**src/rtl/controle_banco_registro_pkg.sv**
```systemverilog
// Shared definitions for the register-bank access sequencer: FSM states and default widths.
package controle_banco_registro_pkg;

  localparam int unsigned BITS_PALAVRA_PADRAO  = 32;
  localparam int unsigned END_REGISTROS_PADRAO = 4;

  typedef enum logic [1:0] {
    OCIOSO  = 2'd0,
    ACESSO  = 2'd1,
    CAPTURA = 2'd2
  } estado_t;

endpackage

```
**src/rtl/controle_banco_registro_arbitro_rr2.sv**
```systemverilog
// Two-input picker: round-robin by preferred-port pointer, or fixed priority to port 0.
module arbitro_rr2 (
  input  logic [1:0] req,
  input  logic       ptr,
  input  logic       fixa,
  output logic [1:0] vencedor
);

  // ptr names the port preferred on a tie
  always_comb begin
    vencedor = '0;
    case (req)
      2'b01:   vencedor = 2'b01;
      2'b10:   vencedor = 2'b10;
      2'b11:   vencedor = (fixa || !ptr) ? 2'b01 : 2'b10;
      default: vencedor = '0;
    endcase
  end

endmodule

```
**src/rtl/controle_banco_registro.sv**
```systemverilog
// Arbiter/sequencer sharing the single-write, dual-read register bank between
// execute writeback (port 0) and the load/debug unit (port 1).
module controle_banco_registro
  import controle_banco_registro_pkg::*;
#(
  parameter int unsigned BITS_PALAVRA    = BITS_PALAVRA_PADRAO,
  parameter int unsigned END_REGISTROS   = END_REGISTROS_PADRAO,
  parameter int unsigned PRIORIDADE_FIXA = 0
) (
  input  logic                     clock,
  input  logic                     reset,
  input  logic                     req0,
  input  logic                     req1,
  input  logic                     we0,
  input  logic                     we1,
  input  logic [END_REGISTROS-1:0] addr_a0,
  input  logic [END_REGISTROS-1:0] addr_a1,
  input  logic [END_REGISTROS-1:0] addr_b0,
  input  logic [END_REGISTROS-1:0] addr_b1,
  input  logic [BITS_PALAVRA-1:0]  wdata0,
  input  logic [BITS_PALAVRA-1:0]  wdata1,
  output logic                     gnt0,
  output logic                     gnt1,
  output logic                     rvalid0,
  output logic                     rvalid1,
  output logic [BITS_PALAVRA-1:0]  rdata_a,
  output logic [BITS_PALAVRA-1:0]  rdata_b,
  output logic                     bank_hab,
  output logic [END_REGISTROS-1:0] bank_addr_a,
  output logic [END_REGISTROS-1:0] bank_addr_b,
  output logic [BITS_PALAVRA-1:0]  bank_e,
  input  logic [BITS_PALAVRA-1:0]  bank_a,
  input  logic [BITS_PALAVRA-1:0]  bank_b
);

  estado_t    estado, proximo;
  logic       ptr;
  logic       porta;
  logic       we_lat;
  logic [1:0] pedidos;
  logic [1:0] elegiveis;
  logic [1:0] vencedor;
  logic       carga;

  assign pedidos = {req1, req0};

  // In CAPTURA the port just served is masked, so a held req only counts again later
  always_comb begin
    elegiveis = '0;
    proximo   = estado;
    case (estado)
      OCIOSO: begin
        elegiveis = pedidos;
        if (|elegiveis) proximo = ACESSO;
      end
      ACESSO: proximo = CAPTURA;
      CAPTURA: begin
        elegiveis = pedidos & ~(porta ? 2'b10 : 2'b01);
        proximo   = (|elegiveis) ? ACESSO : OCIOSO;
      end
      default: proximo = OCIOSO;
    endcase
  end

  assign carga = (proximo == ACESSO);

  arbitro_rr2 u_arbitro (
    .req      (elegiveis),
    .ptr      (ptr),
    .fixa     (PRIORIDADE_FIXA != 0),
    .vencedor (vencedor)
  );

  always_ff @(posedge clock or negedge reset) begin
    if (!reset) begin
      estado      <= OCIOSO;
      ptr         <= 1'b0;
      porta       <= 1'b0;
      we_lat      <= 1'b0;
      bank_addr_a <= '0;
      bank_addr_b <= '0;
      bank_e      <= '0;
    end else begin
      estado <= proximo;
      if (carga) begin
        porta <= vencedor[1];
        ptr   <= vencedor[0];
        if (vencedor[1]) begin
          we_lat      <= we1;
          bank_addr_a <= addr_a1;
          bank_addr_b <= addr_b1;
          bank_e      <= wdata1;
        end else begin
          we_lat      <= we0;
          bank_addr_a <= addr_a0;
          bank_addr_b <= addr_b0;
          bank_e      <= wdata0;
        end
      end
    end
  end

  always_ff @(posedge clock or negedge reset) begin
    if (!reset) begin
      rdata_a <= '0;
      rdata_b <= '0;
      rvalid0 <= 1'b0;
      rvalid1 <= 1'b0;
    end else begin
      rvalid0 <= (estado == CAPTURA) && !porta;
      rvalid1 <= (estado == CAPTURA) && porta;
      if (estado == CAPTURA) begin
        rdata_a <= bank_a;
        rdata_b <= bank_b;
      end
    end
  end

  // Decoded from state so the write enable falls the instant reset asserts
  assign gnt0     = (estado == ACESSO) && !porta;
  assign gnt1     = (estado == ACESSO) && porta;
  assign bank_hab = (estado == ACESSO) && we_lat;

endmodule
```
**config.mk**
```make
export PLATFORM = sky130hd
export DESIGN_NAME = controle_banco_registro
export DESIGN_NICKNAME = d
export VERILOG_FILES = /design/src/rtl/controle_banco_registro_pkg.sv /design/src/rtl/controle_banco_registro_arbitro_rr2.sv /design/src/rtl/controle_banco_registro.sv
export SDC_FILE = /design/constraint.sdc
export NUM_CORES = 1
export LEC_CHECK = 0
export ABC_AREA = 1
export ABC_CLOCK_PERIOD_IN_PS = 2000
export CAP_MARGIN = 20
export CORE_MARGIN = 2
export CORE_UTILIZATION = 40
export CTS_CLUSTER_SIZE = 24
export DETAILED_ROUTE_END_ITERATION = 16
export GPL_TIMING_DRIVEN = 0
export PLACE_DENSITY_LB_ADDON = 0.1
export SYNTH_ARGS = -nofsm -noshare
export SYNTH_HDL_FRONTEND = slang
export SYNTH_HIERARCHICAL = 1
export SYNTH_SLANG_ARGS = --single-unit
```
**constraint.sdc**
```tcl
create_clock -name clock -period 2 [get_ports clock]
set_clock_uncertainty 0.15 [all_clocks]
set_input_delay 0.2 -clock clock [delete_from_list [all_inputs] [get_ports clock]]
set_output_delay 0.2 -clock clock [all_outputs]
set_load 0.005 [all_outputs]
```
# Word level (Yosys, flattened, before mapping)
# Index checks and enable logic that the tools add are counted.
# op_classes
muxes	11
n_reduce_logical	9
eq_ne	6
bitwise	2
# ops
cell	n
$mux 32	1
$pmux 2 s3	2
$mux 4	2
$eq 2x1->1 const B	3
$eq 2x2->1 const B	3
$mux 2	3
$logic_and 1x1->1	5
$pmux 2 s2	1
$reduce_or 2->1	2
$and 2x2->2	1
$logic_not 2->1	1
$mux 1	2
$not 2->2	1
$logic_not 1->1	1
# word_totals
inputBits	150
reg_bits	111
out_inout_bits	109

# Logic depth before layout (Yosys ltp)
# Gate-level depths: netlist of the first run.
# depth
depth_word	7
mapped_depth	12
mapped_depth_nobuf	10

# Hierarchy
# The synthesis of the first run kept the hierarchy.
# modules_own_cells
mod	area_per_inst_um2	cells_each	seq_area_each_um2	n_inst
controle_banco_registro	4879.7	614	2777.7	1
arbitro_rr2	38.8	10	0.0	1

# Worst setup path after synthesis of the first run
# Ideal clock, no wire load.
# synth_timing
kind	flip-flop to flip-flop
startpoint	register estado[0]
endpoint	register bank_e[10]
arrival_time_ps	1410
synth_period_minus_slack_ps	1677
t_required_ps	1733
n_path_buf	2
path_stages_with_launch	11
setup_slack_ps	323
path_cell_list	dfrtp_1 inv_2 nand2_1 a21oi_1 nand3_1 nand2_1 buf_2 clkbuf_1 o21ai_0 nand2_1 nand2_1
# synth_between
elab_chain_cells	5
elab_cells_between_ends	12
cone_classes	eq/ne: 6; mux: 5; reduce/logical: 1
# synth_rtl
element	line_no	rtl
start, declared	controle_banco_registro.sv:36	estado_t estado, proximo;
start signal, assigned	controle_banco_registro.sv:84	estado <= proximo;
$eq 2x2->1 / $logic_not 2->1 (equally long branches)	controle_banco_registro.sv:51	case (estado)
$pmux 2 s2 (*)	controle_banco_registro.sv:51	
named net elegiveis[1]	controle_banco_registro.sv:41	logic [1:0] elegiveis;
$eq 2x2->1 / $eq 2x1->1 (equally long branches)	controle_banco_registro_arbitro_rr2.sv:12	case (req)
$pmux 2 s3 (*)	controle_banco_registro_arbitro_rr2.sv:12	
named net vencedor[1]	controle_banco_registro.sv:42	logic [1:0] vencedor;
$mux 32 (*)	controle_banco_registro.sv:88	if (vencedor[1]) begin
end signal, assigned	controle_banco_registro.sv:92	bank_e <= wdata1;
end signal, assigned	controle_banco_registro.sv:97	bank_e <= wdata0;
end, declared	controle_banco_registro.sv:31	output logic [BITS_PALAVRA-1:0] bank_e,
# The timed path passes the listed nets; every way through them passes the cells marked *.
# A chain may end at the register's enable or synchronous reset.

# Final worst setup path of the first run
# layout_timing
startpoint	register estado[0]
endpoint	register bank_e[26]
# The elaborated chain is that of the path after synthesis.

==> impl_metrics.env, run 1 <==
export IMPL_status="completed"
export IMPL_dpl_hpwl_um=11000
export IMPL_synthesis_area_sq_um=4920
export IMPL_grt_pass1_wl_um=22900
export IMPL_min_period_ps=1830
export IMPL_fp_dieH_um=115
export IMPL_drtAntennaViolNets=0
export IMPL_vias_per_cell=4.64
export IMPL_rows=40
export IMPL_irDropWorstVdd_mv=0.629
export IMPL_finalHoldViolations=0
export IMPL_dieArea_sq_um=13200
export IMPL_drtIter0Drc=213
export IMPL_cpMostUsedCell="nand2_1"
export IMPL_dr_pass1_iters=5
export IMPL_cts_max_path_buffers=2
export IMPL_drive_gt1_share_pct=7.00
export IMPL_synth_cells=624
export IMPL_tightestPinTransition_ps=738
export IMPL_post_cts_buffers=0
export IMPL_critPathKind="register to register"
export IMPL_place_area_sq_um=7710
export IMPL_setup_viol=0
export IMPL_via_count=4862
export IMPL_start_kind="register"
export IMPL_tns_ps=0
export IMPL_rsz0062_at_grt="no"
export IMPL_cts_tree="built"
export IMPL_clkTransAtPathRegs_ps=70
export IMPL_finalInstanceArea_sq_um=8060
export IMPL_htreeDepth=3
export IMPL_syn_to_final_growth_pct=64.0
export IMPL_setup_worst_path_end_class="register"
export IMPL_antenna_found_initial=0
export IMPL_relSlewSlack_pct=50.8
export IMPL_clk_latency_ps=340
export IMPL_route_detailed_drc=0
export IMPL_avgRoutedWirePerCell_um=13.7
export IMPL_grt_pass1_vias=4796
export IMPL_synth_seq_cells=111
export IMPL_diodes=0
export IMPL_io_buffer_count=258
export IMPL_p_leak_nw=4.05
export IMPL_max_freq_ghz=0.545
export IMPL_cp_data_arrival_time_ps=1970
export IMPL_cp_cell_sequence="inv_2 > nand2_1 > a21oi_2 > inv_1 > nand2_1 > nand2_1 > clkbuf_4 > clkbuf_2 > o21ai_0 > nand2_1 > nand2_1"
export IMPL_fin_hold_ws_ps=232
export IMPL_synth_nets=774
export IMPL_cts_sink_count=111
export IMPL_wl_um=14300
export IMPL_final_max_slew_viol_count=0
export IMPL_clockRootBuffer="clkbuf_16"
export IMPL_grt_max_degree=58
export IMPL_seq_area_frac_synth_pct=56.5
export IMPL_worst_path_max_fanout=10
export IMPL_die_w_um=115
export IMPL_ys_types=16
export IMPL_cpPeakStageDelay_ps=390
export IMPL_overflow=0
export IMPL_core_area_sq_um=12000
export IMPL_io_pins=259
export IMPL_syn_avg_cell_area_sq_um=7.88
export IMPL_hold_path_class="input pin to register"
export IMPL_cts_buffers=9
export IMPL_gp_congestion=0.777
export IMPL_cap_viol_max_count=0
export IMPL_ys_warn_count=6
export IMPL_powerDensity_nw_per_um2=1420
export IMPL_period_share_pct=91.7
export IMPL_final_net_count=1045
export IMPL_crit_slowest_cell="dfrtp_1"
export IMPL_worstPathRequired_ps=2140
export IMPL_start_util_pct=40.9
export IMPL_grt_usage_pct=22.0
[metal layers]
layer  global-route usage [%]  part of all wire (%)  vias to the layer above
li1                         -                     -                     2439
met1                     25.9                    39                     2204
met2                     38.0                    49                      192
met3                     5.85                   8.8                       27
met4                     9.64                   3.0                        0
met5                        0                     0                        -
[logic make-up (layout without fill, tap and decap cells)]
kind of cell | count (synthesis) | count (layout) | share of synthesized area [%]
simple gates | 384 | 384 | 30.8
flops | 111 | 111 | 56.5
buf+inv | 84 | 360 | 8.11
compound gates | 44 | 44 | 4.55
other cells | 1 | 1 | 0.0762
[report_power, final]
| group | leakage, nW | switching, mW | internal [mW] | total [mW] |
|---|---|---|---|---|
| Sequential | 1.37 | 0.594 | 3.34 | 3.94 |
| Combinational | 2.54 | 2.57 | 3.07 | 5.64 |
| Clock | 0.141 | 0.828 | 1.01 | 1.84 |
[synthesized netlist by cell type]
cell | instances | area (sq um)
o21ai_0 | 41 | 205
o21ai_2 | 1 | 8.76
buf_2 | 16 | 80.1
buf_4 | 9 | 67.6
conb_1 | 1 | 3.75
nand2_2 | 1 | 6.26
clkbuf_1 | 6 | 22.5
nand2_4 | 2 | 22.5
nand2_1 | 330 | 1240
nor2_1 | 7 | 26.3
inv_1 | 46 | 173
nand3_1 | 44 | 220
buf_6 | 4 | 45.0
inv_2 | 3 | 11.3
dfrtp_1 | 111 | 2780
a21oi_1 | 2 | 10.0
[worst paths after layout]
path | from | to | cells past startpoint | slack, ps
max | estado[0] | bank_e[26] | 11 | 170
min | bank_b[23] | rdata_b[23] | 3 | 230
max reg2reg | estado[0] | bank_e[26] | 11 | 170
min reg2reg | rdata_a[18] | rdata_a[18] | 2 | 330
max in group asynchronous | reset | bank_e[31] | 3 | 670
min in group asynchronous | reset | rdata_a[17] | 2 | 300
[sequential cells by signal, summed over array words and instances (netlist names)]
name	count
bank_addr_a	4
bank_addr_b	4
bank_e	32
estado	2
porta	1
ptr	1
rdata_a	32
rdata_b	32
rvalid0	1
rvalid1	1
we_lat	1
[worst max-delay path: cells and delay by family (launching register included)]
| kind | cells | cell delay [ps] |
|---|---|---|
| buf+inv | 4 | 530 |
| simple gates | 5 | 310 |
| compound gates | 2 | 390 |
| flops | 1 | 390 |
[final cells by class]
class | instances | area (sq um)
clock buffers | 10 | 239
well taps | 147 | 184
inverters | 49 | 184
clock inverters | 6 | 70.1
fillers | 1048 | 3950
multi-input cells | 429 | 1750
repair buffers | 260 | 2630
plain buffers | 35 | 230
flip-flops and latches | 111 | 2780
[through the flow]
stage               cells  worst slack (ps)  power (mW)  utilization (%)
finish               1047               166        11.4             67.1
global route         1047              4.63        12.4             67.1
CTS                  1047              25.5        11.5             66.9
detailed placement   1030              -319        9.62             64.2
global placement     1029             -3550        9.45             64.0
floorplan             624               323        6.41                -
[cells in the final DEF, fill, tap and decap left out, types with 3 or more instances in the layout]
cell type,instances
buf_4,10
clkinvlp_4,3
nand3_1,44
buf_6,4
buf_2,12
clkdlybuf4s50_1,254
dfrtp_1,109
inv_2,3
dlymetal6s2s_1,3
nand2_1,330
clkbuf_4,4
clkbuf_2,4
o21ai_0,39
clkbuf_16,9
inv_1,46
nor2_1,6
[what timing repair did]
item / 4_1_cts / 5_1_grt
endpoints found under the hold margin: 54 / 0
gates resized for setup: 4 / 16
hold buffers: 1 / 0
setup endpoints to repair: 8 / 44
(Power assumes the default switching activity.)
==> run 2, diff against run 1 <==
- CORE_UTILIZATION: 40 -> 30
- CTS_CLUSTER_DIAMETER: unset -> 120
- RECOVER_POWER: unset -> 50
==> impl_metrics.env, run 2 (synthesis gave the netlist of run 1 again) <==
export IMPL_fin_hold_ws_ps=233
export IMPL_hold_path_class="input pin to register"
export IMPL_fp_dieH_um=132
export IMPL_start_kind="register"
export IMPL_place_area_sq_um=7800
export IMPL_drive_gt1_share_pct=6.89
export IMPL_post_place_ws_ps=-365
export IMPL_clk_latency_ps=340
export IMPL_wl_um=15100
export IMPL_core_area_sq_um=15900
export IMPL_final_max_slew_viol_count=0
export IMPL_final_util_pct=51.1
export IMPL_rows=46
export IMPL_final_common_cell="nand2_1"
export IMPL_gp_congestion=0.800
export IMPL_dr_pass1_iters=5
export IMPL_fin_cells=1116
export IMPL_cap_viol_max_count=0
export IMPL_met2_length_um=7060
export IMPL_num_fill_cells=1489
export IMPL_syn_to_final_growth_pct=65.6
export IMPL_final_net_count=1045
export IMPL_cts_tree="built"
export IMPL_finalHoldViolations=0
export IMPL_route_detailed_drc=0
export IMPL_relSlewSlack_pct=60.4
export IMPL_cts_sink_count=111
export IMPL_dpl_hpwl_um=11600
export IMPL_grt_pass1_wl_um=24500
export IMPL_placed_cells=1099
export IMPL_io_buffer_count=258
export IMPL_antenna_found_initial=0
export IMPL_reg_largest_list="bank_e: 32 flops, rdata_a: 32 flops, rdata_b: 32 flops"
export IMPL_io_pins=259
export IMPL_drtIter0Drc=207
export IMPL_layout_common_cells="nand2_1, clkdlybuf4s50_1, dfrtp_1"
export IMPL_setup_worst_path_end_class="register"
export IMPL_diodes=0
export IMPL_cts_buffers=9
export IMPL_wl_met3_um=1280
export IMPL_grt_pass1_vias=4834
export IMPL_tns_ps=0
export IMPL_top_layer_used="met4"
export IMPL_p_total_mw=11.4
export IMPL_drtAntennaViolNets=0
export IMPL_worst_path_max_fanout=10
export IMPL_setup_viol=0
export IMPL_avgRoutedWirePerCell_um=13.5
export IMPL_grt_usage_pct=17.4
export IMPL_clockRootBuffer="clkbuf_16"
export IMPL_htreeDepth=3
export IMPL_overflow=0
export IMPL_worstPathRequired_ps=2130
export IMPL_p_leak_nw=4.05
export IMPL_post_cts_buffers=0
export IMPL_powerDensity_nw_per_um2=1400
export IMPL_grt_max_degree=69
export IMPL_wl_met1_um=6490
export IMPL_min_period_ps=1860
export IMPL_vias_per_cell=4.30
export IMPL_period_share_pct=93.2
export IMPL_irDropWorstVdd_mv=0.556
export IMPL_cts_max_path_buffers=2
export IMPL_start_util_pct=30.9
export IMPL_rsz0062_at_grt="yes"
export IMPL_max_freq_ghz=0.536
export IMPL_critPathKind="register to register"
export IMPL_tightestPinTransition_ps=595
export IMPL_status="completed"
export IMPL_finalInstanceArea_sq_um=8140
export IMPL_dieArea_sq_um=17400
export IMPL_cp_data_arrival_time_ps=2000
export IMPL_die_w_um=132
export IMPL_clkTransAtPathRegs_ps=70
export IMPL_fin_ws_ps=136
export IMPL_via_count=4797
==> run 2: changes by cell type in the layout (fill, tap and decap cells not counted), sizes merged <==
cell,change
clkinvlp,-2
buf,+1
dlygate4sd2,+1
dlymetal6s2s,-1
inv,+1
==> run 2: power by group <==
| group | internal (mW) | switching [mW] |
|---|---|---|
| Clock | 1.01 | 0.808 |
| Combinational | 3.08 | 2.59 |
| Sequential | 3.34 | 0.600 |
==> run 2: worst paths after layout <==
| path | start | to | slack [ps] | depth (start not counted) |
|---|---|---|---|---|
| worst max register to register | estado[0] | bank_e[28] | 140 | 11 |
| worst max-delay path | estado[0] | bank_e[28] | 140 | 11 |
| worst min register to register | rdata_b[2] | rdata_b[2] | 330 | 2 |
| worst min-delay path | bank_b[16] | rdata_b[16] | 230 | 3 |
| max in group asynchronous | reset | bank_e[30] | 710 | 3 |
| min in group asynchronous | reset | rdata_a[17] | 250 | 2 |
==> run 2: layer usage <==
layer	up-vias	GRT usage, %
met2	189	29.2
met5	-	0
met3	15	5.46
met4	0	5.56
li1	2434	-
met1	2159	21.2
==> run 2: worst max-delay path: stages, from the launching register on <==
cell      delay, ps
dfrtp_1         400
inv_2            90
nand2_1          70
a21oi_2         170
inv_1            70
nand2_1          60
nand2_1          60
clkbuf_4        190
clkbuf_4        190
o21ai_0         210
nand2_1          80
nand2_1          60
==> run 2: area by class of cell <==
type                    count  area, sq um  share of cell area, %
repair buffers            260         2620                   32.2
clock inverters             5         56.3                  0.691
flip-flops and latches    111         2780                   34.1
plain buffers              35          238                   2.92
inverters                  49          184                   2.26
multi-input cells         429         1750                   21.5
well taps                 216          270                   3.32
clock buffers              11          243                   2.98
==> run 2: timing repair <==
item                       CTS  global route
hold endpoints to repair    43             0
hold buffers                 1             0
gates resized for setup      4            24
setup endpoints to repair   30            43
